## src/rtl/mult_rr_sched.sv

```systemverilog
// rtl/mult_rr_sched.sv - round-robin scheduler sharing one pipelined multiplier between two requesters
//
// Purpose:
//   Two clients hand operand pairs over a valid/ready handshake. At most one
//   pair per cycle is granted, registered onto mult_a/mult_b, and its owner is
//   tracked alongside it through a tag pipeline that mirrors the external
//   fixed-latency multiplier. When the tag reaches the end of the pipe, the
//   product on mult_p is routed back to its owner via a one-hot res_valid.
//
// Parameters:
//   W    operand width (product is 2*W bits)
//   LAT  clock edges from the issue edge to the product appearing on mult_p (>= 1)
//
// Ports:
//   clk, rst                   clock (posedge), asynchronous active-high reset
//   en                         1 = grants allowed; 0 = no new grants, in-flight ops drain
//   req0_valid/_a/_b/_ready    requester 0 handshake and operands (ready is combinational)
//   req1_valid/_a/_b/_ready    requester 1 handshake and operands (ready is combinational)
//   mult_a, mult_b             registered operands to the multiplier
//   mult_p                     product from the multiplier
//   res_valid                  one-hot owner of res_p this cycle, 2'b00 = no result
//   res_p                      product, passthrough of mult_p
//   busy                       1 while any op is in flight
//   gnt_cnt0, gnt_cnt1         saturating per-requester transfer counters
//                              (present only when MULT_RR_SCHED_STATS_EN is defined)
//
// Configuration macro: MULT_RR_SCHED_STATS_EN

module mult_rr_sched #(
  parameter int W   = 4,
  parameter int LAT = 4
) (
  input  logic           clk,
  input  logic           rst,
  input  logic           en,
  input  logic           req0_valid,
  input  logic [W-1:0]   req0_a,
  input  logic [W-1:0]   req0_b,
  output logic           req0_ready,
  input  logic           req1_valid,
  input  logic [W-1:0]   req1_a,
  input  logic [W-1:0]   req1_b,
  output logic           req1_ready,
  output logic [W-1:0]   mult_a,
  output logic [W-1:0]   mult_b,
  input  logic [2*W-1:0] mult_p,
  output logic [1:0]     res_valid,
  output logic [2*W-1:0] res_p,
`ifdef MULT_RR_SCHED_STATS_EN
  output logic [7:0]     gnt_cnt0,
  output logic [7:0]     gnt_cnt1,
`endif
  output logic           busy
);

  // Round-robin pointer holds the index of the last granted requester.
  // Reset value 1 lets requester 0 win the first tie.
  logic           rr_q, rr_d;

  // Issue stage: operands driven to the multiplier plus the tag of the op
  // issued on the same edge.
  logic [W-1:0]   mult_a_q, mult_a_d;
  logic [W-1:0]   mult_b_q, mult_b_d;
  logic           iss_vld_q, iss_vld_d;
  logic           iss_own_q, iss_own_d;

  // Tag shift pipe. An op issued on edge t sits in iss_* after edge t and in
  // entry k after edge t+1+k, so the last entry lines up with mult_p exactly
  // LAT edges after issue.
  logic [LAT-1:0] tag_vld_q, tag_vld_d;
  logic [LAT-1:0] tag_own_q, tag_own_d;

  logic           gnt0, gnt1, xfer;

  // ------------------------------------------------------------------
  // Arbitration: depends only on en, both valids and the rr pointer.
  // On a tie the requester that was not granted last wins.
  // ------------------------------------------------------------------
  always_comb begin
    gnt0 = en & req0_valid & (~req1_valid | rr_q);
    gnt1 = en & req1_valid & (~req0_valid | ~rr_q);
    xfer = gnt0 | gnt1;
  end

  assign req0_ready = gnt0;
  assign req1_ready = gnt1;

  // ------------------------------------------------------------------
  // Next-state for pointer, issue stage and tag pipe
  // ------------------------------------------------------------------
  always_comb begin
    rr_d      = rr_q;
    mult_a_d  = mult_a_q;
    mult_b_d  = mult_b_q;
    iss_vld_d = 1'b0;
    iss_own_d = 1'b0;
    tag_vld_d = '0;
    tag_own_d = '0;

    if (xfer) begin
      rr_d      = gnt1;
      iss_vld_d = 1'b1;
      iss_own_d = gnt1;
      mult_a_d  = gnt1 ? req1_a : req0_a;
      mult_b_d  = gnt1 ? req1_b : req0_b;
    end

    // Loop form keeps LAT=1 legal (no negative slice bounds).
    tag_vld_d[0] = iss_vld_q;
    tag_own_d[0] = iss_own_q;
    for (int i = 1; i < LAT; i++) begin
      tag_vld_d[i] = tag_vld_q[i-1];
      tag_own_d[i] = tag_own_q[i-1];
    end
  end

  always_ff @(posedge clk or posedge rst) begin
    if (rst) begin
      rr_q      <= 1'b1;
      mult_a_q  <= '0;
      mult_b_q  <= '0;
      iss_vld_q <= 1'b0;
      iss_own_q <= 1'b0;
      tag_vld_q <= '0;
      tag_own_q <= '0;
    end else begin
      rr_q      <= rr_d;
      mult_a_q  <= mult_a_d;
      mult_b_q  <= mult_b_d;
      iss_vld_q <= iss_vld_d;
      iss_own_q <= iss_own_d;
      tag_vld_q <= tag_vld_d;
      tag_own_q <= tag_own_d;
    end
  end

  // ------------------------------------------------------------------
  // Outputs. Results carry no backpressure; res_valid is decoded straight
  // from the tail of the tag pipe so an async reset squashes it at once.
  // ------------------------------------------------------------------
  assign mult_a = mult_a_q;
  assign mult_b = mult_b_q;
  assign res_p  = mult_p;

  always_comb begin
    res_valid = 2'b00;
    if (tag_vld_q[LAT-1]) begin
      res_valid = tag_own_q[LAT-1] ? 2'b10 : 2'b01;
    end
  end

  assign busy = iss_vld_q | (|tag_vld_q);

`ifdef MULT_RR_SCHED_STATS_EN
  // ------------------------------------------------------------------
  // Per-requester transfer counters, saturating at 8'hFF
  // ------------------------------------------------------------------
  logic [7:0] gnt_cnt0_q, gnt_cnt0_d;
  logic [7:0] gnt_cnt1_q, gnt_cnt1_d;

  always_comb begin
    gnt_cnt0_d = gnt_cnt0_q;
    gnt_cnt1_d = gnt_cnt1_q;
    if (gnt0 && (gnt_cnt0_q != 8'hFF)) gnt_cnt0_d = gnt_cnt0_q + 8'd1;
    if (gnt1 && (gnt_cnt1_q != 8'hFF)) gnt_cnt1_d = gnt_cnt1_q + 8'd1;
  end

  always_ff @(posedge clk or posedge rst) begin
    if (rst) begin
      gnt_cnt0_q <= 8'd0;
      gnt_cnt1_q <= 8'd0;
    end else begin
      gnt_cnt0_q <= gnt_cnt0_d;
      gnt_cnt1_q <= gnt_cnt1_d;
    end
  end

  assign gnt_cnt0 = gnt_cnt0_q;
  assign gnt_cnt1 = gnt_cnt1_q;
`endif

endmodule

```

## config.mk

```make
export PLATFORM = sky130hd
export DESIGN_NAME = mult_rr_sched
export DESIGN_NICKNAME = d
export VERILOG_FILES = /design/src/rtl/mult_rr_sched.sv
export SDC_FILE = /design/constraint.sdc
export NUM_CORES = 1
export LEC_CHECK = 0
export CORE_MARGIN = 2
export CORE_UTILIZATION = 36
export DETAILED_ROUTE_END_ITERATION = 8
export PLACE_DENSITY = 0.76
export SLEW_MARGIN = 25
export SYNTH_ARGS = -nofsm -noshare
export SYNTH_HDL_FRONTEND = slang
export SYNTH_SLANG_ARGS = --single-unit
```

## constraint.sdc

```tcl
create_clock -name clk -period 1.5 [get_ports clk]
set_input_delay 0.375 -clock clk [delete_from_list [all_inputs] [get_ports clk]]
set_output_delay 0.375 -clock clk [all_outputs]
set_load 0.1 [all_outputs]
```

# Yosys cells after proc, flatten, opt, wreduce, memory -nomap -nowiden
# Index checks and enable logic that the tools add are counted.
word_totals:
  reg_bits: 19
classes:
  bitwise_logic: 11
  n_reduce_logical: 1
  n_mux: 6
ops:
  columns: ["op", "n"]
  rows:
  - ["4-bit 2-to-1 mux", 2]
  - ["1-bit bitwise AND", 4]
  - ["2-bit 2-to-1 mux", 2]
  - ["1-bit OR", 4]
  - ["4-bit OR reduction", 1]
  - ["1-bit NOT", 3]
  - ["1-bit 2-to-1 mux", 2]

# Longest topological paths before layout
# Gate-level depths: netlist of run 1.
depth:
  depth_word: 5
  mapped_depth: 4
  mapped_depth_nobuf: 3

# Worst setup path after synthesis of run 1
# OpenSTA, ideal clock, no wires.
synth_timing:
  path_type: "register -> output"
  start: "register rr_q"
  end: "output port req0_ready"
  path_stages_with_launch: 3
  arrival_time_ns: 1.967
  slack_ns: -0.842
  t_required_ns: 1.125
  path_cell_list: "dfstp_2 > and2b_1 > nor2_1"
synth_via:
  elab_chain_len: 2
synth_lines:
  columns: ["element", "line", "text"]
  rows:
  - ["start, declared", "58", "logic rr_q, rr_d;"]
  - ["start signal, assigned", "127", "rr_q <= rr_d;"]
  - ["1-bit OR", "80", "gnt0 = en & req0_valid & (~req1_valid | rr_q);"]
  - ["1-bit bitwise AND", "80", null]
  - ["end, declared", "39", "output logic req0_ready,"]
# Every way passes these cells.

# Worst setup path in the final report of run 1
# Ends and elaborated chain as after synthesis.

==> flow_summary.ini, run 1 <==
[run_status]
outcome = finished with violations
violations = setup timing

[drt]
final_antenna_net_count = 0
drt-initial-drc-count = 18
drcViolationCount = 0
vias = 730
wire_per_inst_um = 14.2
drt_first_pass_iters = 4
via_per_inst = 5.18
totalWireLength_mm = 2.01

[synthesis]
ys_seq_area_frac = 0.582
netlist_instances = 78
yosys.area_share.simple = 0.168
synth_top_family_by_area = simple AND/OR/NAND/NOR gates
synth_top_cell_area_share = 0.550
netlist.top_cell.by_area = dfrtp_1
synth.net_count = 107
ys_warn_count = 0
ys_ff_latch = 19
yosys-mux-area-fraction = 0
synth.avg_cell_area_um2 = 10.5
synth-compound-area-share = 0.131
ys_types = 17
synth_xor_area_frac = 0
yosys-top-cells-area = dfrtp_1, buf_4, a31oi_1
yosys.area_share.adder = 0
syn_area_um2 = 820

[timing]
rsz0062_at_grt = true
setup_tns_ns = -0.413
skew_ns = 0.00458
period_needed_ns = 1.73
timing.slew.headroom = 0.822
finalSetupViolCount = 3
report.final.slew_viol_count = 0
final_hold_viol_count = 0
period_share = 1.15
fin_ws_ns = -0.229
worst_slew_pin_slew_ns = 0.266
max_freq_mhz = 578

[hold_path]
hp-class = in -> async

[place]
gp_congestion = 0.827
portBuffers = 33
dpl_worst_slack_ns = -0.251
dp_hpwl_mm = 1.52

[die]
dieArea_um2 = 2670
die_width_um = 51.7
coreArea_um2 = 2190
ioPinCount = 50
start_util = 0.374
die_y_um = 51.7
fp-row-count = 17

[clocking]
cts_tree = done
clkLatencyLatePin_ns = 0.28
h-tree-depth = 1
cts_inserted_buffers = 3
root_buffer = clkbuf_4
cts_max_path_buffers = 2
path_clk_slew_ns = 0.11
clock_sinks = 19

[worst_setup_path]
rr_endpoint = mult_b[0]$_DFFE_PP0P_
cp_data_required_time_ns = 1.12
critPathMaxStageDelay_ns = 0.55
slowest_stage = dfstp_2
critPathCaptureType = output pin
rr_worst_depth = 4
rrSetupSlack_ns = 0.14
start_kind = flip-flop
r2r-start = rr_q$_DFFE_PP1P_
critPathMaxFanout = 2
cp_cell_sequence = and2b_2 -> nor2_4 -> buf_12
crit_type = reg -> out
cp.arrival_ns = 1.35

[finish]
layout-drive-gt1-share = 0.310
finalNetCount = 143
fill_cells = 172
num_antenna_cells = 0
final_common_cell = dfrtp_1
postLayoutCoreUtil = 0.615
syn2layout_area_growth_pct = 64.3
final_cell_mix = dfrtp_1, clkdlybuf4s50_1, buf_12

[power]
power.density_nw_per_um2 = 1140
ir_worst_vdd_v = 0.000588
power_uw = 1540
power.leakage_uw = 0.000585

[flow_run]
drv_cap = 0

[global_routing]
antenna_found_initial = 0
globalRouteOverflowTotal = 0
track_usage = 0.173
grt_max_degree = 17
grt_pass1_wl_mm = 3.33
grt_pass1_vias = 742
[worst max path at each step]
stage,from,to,slack [ns],depth (start not counted)
4_1_cts,rr_q$_DFFE_PP1P_,req0_ready,-0.23,3
3_5_place_dp,req1_valid,req1_ready,-0.25,4
5_1_grt,rr_q$_DFFE_PP1P_,req0_ready,-0.28,3
6_report,rr_q$_DFFE_PP1P_,req0_ready,-0.23,3
3_3_place_gp,req1_valid,req1_ready,-0.25,4
2_1_floorplan,rr_q$_DFFE_PP1P_,req0_ready,-0.08,2
[sequential cells by signal (all words and copies together), names as in the netlist]
signal / flops
iss_vld_q: 1
tag_own_q: 4
mult_b: 4
tag_vld_q: 4
iss_own_q: 1
mult_a: 4
rr_q: 1
[Yosys cell counts, drive strengths merged]
cell / number
nand2: 5
dfrtp: 18
a31oi: 7
nand3: 7
o21a: 1
and2b: 1
nor2: 11
o32ai: 1
nor3: 2
buf: 11
and2: 3
inv: 1
dfstp: 1
o21ai: 8
nor2b: 1
[report_power, final]
group | internal, uW | switching, uW | total (uW)
clock | 98.8 | 145 | 244
combinational | 268 | 413 | 681
sequential | 570 | 47.5 | 617
[cell type report]
class                   instances  area [um2]  share of cell area
clock buffers                   3        22.5              0.0167
clock inverters                 1        5.00             0.00372
inverters                       1        3.75             0.00279
multi-input cells              47         279               0.207
flip-flops and latches         19         477               0.354
well taps                      28        35.0              0.0260
repair buffers                 42         524               0.389
[worst max-delay path: cells and delay by family (launching register included)]
family                 cells  cell delay, ns
flip-flops                 1            0.55
AND/OR/NAND/NOR            2            0.34
buffers and inverters      1            0.18
[metrics by stage]
stage	cells	hold slack [ns]	cell area, um2
after floorplan	78	0.325	842
after detailed placement	134	0.337	1290
after CTS	140	0.279	1330
after global routing	141	0.288	1350
final	141	0.276	1350
after global placement	134	0.338	1290
[cells by family (layout without fill, tap and decap cells)]
family | count (synthesis) | after routing
DFF | 19 | 19
buffers and inverters | 12 | 47
AOI/OAI and AO/OA | 17 | 17
and+or+nand+nor | 30 | 30
[timing repair]
action	in CTS	in global routing
pin swaps	2	1
gates cloned	0	0
setup endpoints to repair	3	3
resized for setup	6	1
hold buffers	0	0
setup buffers	2	1
[layer usage]
metal  wire length, um  GRT usage  up-vias  part of all wire
met5                 0          0        -                 0
met4                25     0.0921        0             0.012
met3               173     0.0402        2             0.086
met2              1000      0.301       56              0.50
met1               808      0.194      341              0.40
li1                  -          -      331                 -
(Power assumes the default switching activity.)
==> run 2, diff against run 1 <==
--- a/config.mk
+++ b/config.mk
@@ -5,8 +5,9 @@
 export SDC_FILE = /design/constraint.sdc
 export NUM_CORES = 1
 export LEC_CHECK = 0
+export ABC_AREA = 1
 export CORE_MARGIN = 2
-export CORE_UTILIZATION = 36
+export CORE_UTILIZATION = 37
 export DETAILED_ROUTE_END_ITERATION = 8
 export PLACE_DENSITY = 0.76
 export SLEW_MARGIN = 25
==> run 2 against run 1 <==
Net effect: total power barely moved; global-route usage rose by 0.13 points; final cell count rose by 20%; worst hold slack improved by 0.080 ns; clock power rose by 3%; critical path type unchanged; the run still ends with setup timing left.
==> flow_summary.ini, run 2 <==
[run_status]
outcome = finished with violations
violations = setup timing

[drt]
totalWireLength_mm = 1.90
vias = 756
wire_per_inst_um = 11.2
via_per_inst = 4.47
final_antenna_net_count = 0
drcViolationCount = 0
drt-initial-drc-count = 4
drt_first_pass_iters = 3

[die]
start_util = 0.393
coreArea_um2 = 2210
die_y_um = 52.5
ioPinCount = 50
fp-row-count = 17
die_width_um = 52.5
dieArea_um2 = 2750

[synthesis]
netlist_instances = 104
synth_flop_cell = dfrtp_1
netlist.top_cell.by_area = dfrtp_1
synth.net_count = 133
yosys-top-cells-area = dfrtp_1, nand2_1, inv_1
ys_types = 15
synth.avg_cell_area_um2 = 8.36
synthTopCellsByCount = nand2_1, inv_1, dfrtp_1
ys_warn_count = 0
synthArstFlopShare = 1.00
ys_seq_area_frac = 0.548
ys_ff_latch = 19
synth_edf_count = 0
synth_top_cell_area_share = 0.518
syn_area_um2 = 870
post-synth-top-count-cell = nand2_1

[worst_setup_path]
crit_type = reg -> out
cp.arrival_ns = 1.23
r2r-start = rr_q$_DFFE_PP1P_
cp_data_required_time_ns = 1.12
slowest_stage = dfstp_2
startpoint = rr_q$_DFFE_PP1P_
rrSetupSlack_ns = 0.35
critPathCaptureType = output pin
path_buf_inv = 2
crit_family = flip-flops
start_kind = flip-flop
critPathMaxFanout = 2
cp_cell_sequence = inv_2 -> a21oi_4 -> buf_12
critPathMaxStageDelay_ns = 0.56

[power]
power_uw = 1540
power.leakage_uw = 0.000749
power_frac_comb = 0.436
seq_power_share = 0.401
power.switching_uw = 616
p_int_uw = 926
power.density_nw_per_um2 = 1090
ir_worst_vdd_v = 0.000804
clkPwrFrac = 0.163
p_sw_frac = 0.399

[global_routing]
grt_pass1_wl_mm = 3.37
track_usage = 0.174
grt_max_degree = 20
grt_pass1_vias = 791
globalRouteOverflowTotal = 0
antenna_found_initial = 0

[timing]
period_needed_ns = 1.61
fin_ws_ns = -0.108
worst_slew_pin_slew_ns = 0.278
timing.slew.headroom = 0.815
max_freq_mhz = 622
finalSetupViolCount = 2
period_share = 1.07
skew_ns = 0.00263
rsz0062_at_grt = true
setup_tns_ns = -0.209
report.final.slew_viol_count = 0
final_hold_viol_count = 0

[finish]
final_common_cell = nand2_1
finalNetCount = 171
postLayoutCoreUtil = 0.640
syn2layout_area_growth_pct = 62.9
layout-drive-gt1-share = 0.262
final_cell_mix = nand2_1, inv_1, dfrtp_1
num_antenna_cells = 0

[clocking]
path_clk_slew_ns = 0.10
cts_tree = done
ctsHoldBuffers = 0
clock_sinks = 19
cts_max_path_buffers = 2
cts_inserted_buffers = 3
h-tree-depth = 1
clkLatencyLatePin_ns = 0.29
root_buffer = clkbuf_4

[hold_path]
hold_start = iss_own_q$_DFF_PP0_
hp-class = reg -> reg

[place]
dpl_worst_slack_ns = -0.191
gp_congestion = 0.771
dp_hpwl_mm = 1.54
portBuffers = 33

[flow_run]
drv_cap = 0
-- run 2: changes by cell type in the layout (fill, tap and decap cells not counted), sizes merged, moves of 2 or more --
| cell | previous run | this run |
|---|---|---|
| inv | 1 | 22 |
| nand2 | 5 | 30 |
| and2 | 3 | 0 |
| nand3 | 7 | 15 |
| nor3 | 2 | 0 |
| nor2 | 11 | 5 |
| a31oi | 7 | 0 |
| o21ai | 8 | 1 |
-- run 2: stage by stage --
| step | cell area, um2 | std cells | hold slack [ns] |
|---|---|---|---|
| 2_1_floorplan | 893 | 104 | 0.325 |
| 3_3_place_gp | 1380 | 164 | 0.333 |
| 3_5_place_dp | 1380 | 164 | 0.335 |
| 4_1_cts | 1410 | 169 | 0.358 |
| 5_1_grt | 1420 | 169 | 0.383 |
| 6_report | 1420 | 169 | 0.356 |
-- run 2: area by class of cell --
cell class / instances / area [um2]
Sequential cell: 19 / 477
Timing Repair Buffer: 42 / 524
Multi-Input combinational cell: 53 / 263
Fill cell: 190 / 796
Inverter: 23 / 91.3
Clock buffer: 4 / 26.3
Tap cell: 28 / 35.0
-- run 2: cells by family after synthesis --
family,Yosys count,synth area share
buf+inv,32,0.183
simple gates,51,0.258
compound gates,2,0.0115
flops,19,0.548
-- run 2: final timing paths --
check                                         endpoint  depth (start not counted)
worst max-delay path                        req0_ready                          3
worst min-delay path            tag_own_q[0]$_DFF_PP0_                          0
worst max register to register   mult_b[2]$_DFFE_PP0P_                          6
worst min register to register  tag_own_q[0]$_DFF_PP0_                          0
max in group asynchronous             rr_q$_DFFE_PP1P_                          3
min in group asynchronous       tag_vld_q[2]$_DFF_PP0_                          3
-- run 2: worst reg2reg max path: stages, from the launching register on --
cell and delay [ns]:
dfstp_2 0.56, nand2_2 0.07, nand2_4 0.08, buf_4 0.15, nand2_1 0.06, nand3_1 0.06, nand2_1 0.06
-- run 2: layer usage --
layer / wire [um] / part of all wire / track usage
met1: 715 / 0.38 / 0.182
met3: 166 / 0.088 / 0.0657
met2: 987 / 0.52 / 0.298
met5: 0 / 0 / 0
met4: 27 / 0.014 / 0.0940
-- run 2: timing repair --
item                                    in CTS  in global routing
gates resized for setup                      6                  2
pin swaps                                    5                  3
endpoints found under the setup margin       3                  3
buffers inserted                             1                  0
-- run 2: power groups by stage --
stage                     Clock, uW  Sequential (uW)  Combinational [uW]
after floorplan                   0              841                 265
after global placement            0              625                 664
after detailed placement          0              627                 675
after CTS                       271              619                 678
after global routing            285              626                 705
final                           251              619                 673
==> run 3, diff against run 2 <==
--- a/config.mk
+++ b/config.mk
@@ -9,7 +9,7 @@
 export CORE_MARGIN = 2
 export CORE_UTILIZATION = 37
 export DETAILED_ROUTE_END_ITERATION = 8
-export PLACE_DENSITY = 0.76
+export PLACE_DENSITY_LB_ADDON = 0.15
 export SLEW_MARGIN = 25
 export SYNTH_ARGS = -nofsm -noshare
 export SYNTH_HDL_FRONTEND = slang
==> run 3 against run 2 <==
Net effect: the flow still finishes with violations (setup timing); clock skew up 0.0021 ns; total power up 0.72%; critical endpoint unchanged; maximum frequency about the same; worst hold slack better by 0.0015 ns.
==> flow_summary.ini, run 3 (synthesized netlist as in run 2, its figures left out) <==
[hold_path]
hold_path_depth = 0
hold_start = iss_own_q$_DFF_PP0_
min_to = tag_own_q[0]$_DFF_PP0_
hp-class = reg -> reg

[global_routing]
globalRouteOverflowTotal = 0
track_usage = 0.178
grt_pass1_vias = 788
grt_pass1_wl_mm = 3.46
grt_max_degree = 20
antenna_found_initial = 0

[finish]
syn2layout_area_growth_pct = 63.9
num_antenna_cells = 0
multiInputGateArea_um2 = 263
finalNetCount = 172
fill_cells = 189
design_area_um2 = 1430
final_cell_mix = nand2_1, inv_1, dfrtp_1
final_common_cell = nand2_1
layout-drive-gt1-share = 0.282
postLayoutCoreUtil = 0.644
seqCellArea_um2 = 477

[drt]
vias = 759
totalWireLength_mm = 1.89
drcViolationCount = 0
drt_first_pass_iters = 4
via_per_inst = 4.46
wire_per_inst_um = 11.1
drt-initial-drc-count = 8
final_antenna_net_count = 0

[power]
power_uw = 1550
power_frac_comb = 0.434
seq_power_share = 0.399
p_sw_frac = 0.405
p_int_uw = 924
power.density_nw_per_um2 = 1090
power.leakage_uw = 0.000756
clkPwrFrac = 0.168
power.switching_uw = 630
ir_worst_vdd_v = 0.000675

[clocking]
cts_tree = done
h-tree-depth = 1
cts_max_path_buffers = 2
clkLatencyLatePin_ns = 0.30
root_buffer = clkbuf_4
path_clk_slew_ns = 0.11
clock_sinks = 19
cts_inserted_buffers = 3

[timing]
rsz0062_at_grt = true
fin_ws_ns = -0.110
period_share = 1.07
max_freq_mhz = 621
setup_tns_ns = -0.211
period_needed_ns = 1.61
final_hold_viol_count = 0
timing.slew.headroom = 0.819
worst_slew_pin_slew_ns = 0.270
report.final.slew_viol_count = 0
skew_ns = 0.00472
finalSetupViolCount = 2

[place]
gp_congestion = 0.689
dpl_worst_slack_ns = -0.201
portBuffers = 33
dp_hpwl_mm = 1.49
dpl_cell_area_um2 = 1380

[worst_setup_path]
crit_type = reg -> out
critPathMaxFanout = 2
rr_worst_depth = 6
rrSetupSlack_ns = 0.36
r2r-start = rr_q$_DFFE_PP1P_
cp_data_required_time_ns = 1.12
rr_endpoint = mult_a[0]$_DFFE_PP0P_
critPathCaptureType = output pin
start_kind = flip-flop
cp.arrival_ns = 1.23

[flow_run]
drv_cap = 0

[run_status]
violations = setup timing
outcome = finished with violations

[die]
fp-row-count = 17
dieArea_um2 = 2750
start_util = 0.393
die_y_um = 52.5
coreArea_um2 = 2210
ioPinCount = 50
die_width_um = 52.5
[run 3: area by class of cell]
type	count	area share
clock buffers	3	0.0158
repair buffers	43	0.373
inverters	23	0.0641
clock inverters	1	0.00351
flip-flops and latches	19	0.335
well taps	28	0.0246
multi-input cells	53	0.184
[run 3: metal layers]
layer | part of all wire | wire [um] | track usage
met1 | 0.39 | 738 | 0.206
met5 | 0 | 0 | 0
met2 | 0.52 | 992 | 0.292
met3 | 0.068 | 129 | 0.0629
met4 | 0.016 | 31 | 0.0855
[run 3: timing repair]
item / 4_1_cts / 5_1_grt
endpoints found under the hold margin: 0 / 0
buffers inserted: 1 / 1
resized for setup: 7 / 2
hold buffers: 0 / 0
endpoints found under the setup margin: 3 / 4
pin swaps: 3 / 2
[run 3: power groups by stage]
stage          combinational, uW  clock [uW]  sequential (uW)
3_5_place_dp                 673           0              628
3_3_place_gp                 668           0              625
4_1_cts                      675         275              620
6_report                     673         261              619
2_1_floorplan                265           0              841
5_1_grt                      707         298              627
[run 3: worst max path at each step]
| stage | slack [ns] | end | cells past startpoint | startpoint |
|---|---|---|---|---|
| 3_3_place_gp | -0.17 | req0_ready | 4 | req0_valid |
| 3_5_place_dp | -0.20 | req0_ready | 4 | req0_valid |
| 6_report | -0.11 | req0_ready | 3 | rr_q$_DFFE_PP1P_ |
| 2_1_floorplan | -0.01 | req0_ready | 2 | rr_q$_DFFE_PP1P_ |
| 5_1_grt | -0.16 | req0_ready | 3 | rr_q$_DFFE_PP1P_ |
| 4_1_cts | -0.13 | req0_ready | 3 | rr_q$_DFFE_PP1P_ |
[run 3: critical path: stages (launching register included)]
cell	delay, ns
dfstp_2	0.56
inv_2	0.05
a21oi_4	0.13
buf_12	0.19
[run 3: per-stage QoR]
step	hold WS (ns)	cells
after floorplan	0.325	104
after global placement	0.331	164
after detailed placement	0.336	164
after CTS	0.362	169
after global routing	0.377	170
final	0.358	170
==> patch, RTL diff (config.mk and constraints of run 1) <==
Set the parameter `LAT` to 5 (it was 4).
--- a/src/rtl/mult_rr_sched.sv
+++ b/src/rtl/mult_rr_sched.sv
@@ -30,3 +30,3 @@
   parameter int W   = 4,
-  parameter int LAT = 4
+  parameter int LAT = 5
 ) (
Formal check against the unedited RTL: not equivalent (a bounded check fails within 10 cycles, from zero or initial values and one cycle with rst high).
==> patch against run 1 <==
- non-clock buffer count is 2 lower
- highest routed layer unchanged
- critical path type unchanged
- synthesized cell count is 7.7% higher
- critical path depth stayed put
- area after synthesis is 8.1% higher
- count of clock-buffer cells in the layout stayed put
- via count is 3.7% lower
- die area is 7.5% higher
- clock power is 7% higher
- setup slack better by 0.082 ns
- the flow still finishes with violations (setup timing)
- sequential cell count is 2 higher
- wire length is 3.1% lower
- power is 4.5% higher
- design area is 5.5% higher
==> patch: results (changes against run 1) <==
outcome=finished with violations (unchanged); failing checks=setup timing (unchanged); worst vdd ir=0.000701 V (was 0.000588 V); PostCTS Resize Cnt=7 (was 6); worst hold path type=flip-flop to flip-flop (was input port to asynchronous set/reset pin); CP startpoint=tag_vld_q[0] (was rr_q); R2R setup slack=0.26 ns (was 0.14 ns); endpoints failing setup=3 (unchanged); Synth area leaders=dfrtp_1 (56%), buf_4 (7.6%), o21ai_1 (5.1%), a31oi_1 (4.9%), nand3_1 (4.5%) (was dfrtp_1 (55%), buf_4 (7.3%), a31oi_1 (5.3%), nor2_1 (5.0%), nand3_1 (4.3%)); layout cells sized above 1=0.322 (was 0.310); global-route wire length before repair=3220 um (was 3330 um); clock latency on the worst-skew pair=0.30 ns (was 0.28 ns); total track usage=0.162 (was 0.173); R2R Path End=mult_b[2] (was mult_b[0]); synth unique cells=19 (was 17); fill cell count=176 (was 172); final hold slack=0.360 ns (was 0.276 ns); via density per instance=4.92 (was 5.18); critical path arrival=1.27 ns (was 1.35 ns); Worst slew margin=0.803 (was 0.822); Post-synth top cells=dfrtp_1 (20), nor2_1 (10), buf_4 (9), o21ai_1 (9), nand3_1 (8) (was dfrtp_1 (18), nor2_1 (11), buf_4 (8)); Gate power share=0.414 (was 0.442); dpl hpwl=1480 um (was 1520 um); Setup WS post-layout=-0.147 ns (was -0.229 ns); Final nets=145 (was 143); initial drt markers=5 (was 18); largest net degree at the start of global routing=22 (was 17); Post-Syn Nets=113 (was 107); final wirelength=1950 um (was 2010 um)
==> patch: worst max-delay path, cell delays in order (launching register included) <==
cell and delay, ns:
dfrtp_1 0.42, nor4_4 0.29, nand2_2 0.09, buf_12 0.17
==> patch: kinds of logic after synthesis <==
kind of cell,Yosys count,synth area share
simple gates,29,0.151
flops,21,0.595
compound gates,19,0.129
buf+inv,15,0.126
==> patch: power by group through the flow <==
stage	clock network, mW	registers, mW	logic, mW
floorplan	0	0.890	0.285
global placement	0	0.688	0.651
detailed placement	0	0.692	0.657
CTS	0.269	0.684	0.658
global route	0.299	0.692	0.694
finish	0.260	0.684	0.667
==> patch: final cells by class <==
cell class | count | area (sq um) | share of cell area
sequential | 21 | 527 | 0.371
timing repair buffer | 40 | 522 | 0.367
multi-input combinational | 48 | 302 | 0.212
tap | 28 | 35.0 | 0.0247
clock buffer | 3 | 22.5 | 0.0159
inverter | 2 | 7.51 | 0.00529
clock inverter | 1 | 5.00 | 0.00352
==> patch: stage by stage <==
stage / power (mW) / area [sq um] / std cells / TNS, ns / setup WS (ns)
CTS: 1.61 / 1400 / 142 / -0.449 / -0.162
floorplan: 1.18 / 921 / 84 / -0.0350 / -0.0327
global route: 1.69 / 1420 / 143 / -0.598 / -0.234
detailed placement: 1.35 / 1370 / 138 / -1.97 / -0.234
finish: 1.61 / 1420 / 143 / -0.419 / -0.147
global placement: 1.34 / 1370 / 138 / -1.48 / -0.190
==> patch: routing by layer <==
| layer | part of all wire | global-route usage | routed length (um) | up-vias |
|---|---|---|---|---|
| met3 | 0.11 | 0.0722 | 213 | 9 |
| met4 | 0.024 | 0.0726 | 46 | 0 |
| li1 | - | - | - | 339 |
| met2 | 0.49 | 0.280 | 944 | 41 |
| met1 | 0.38 | 0.169 | 741 | 314 |
| met5 | 0 | 0 | 0 | - |
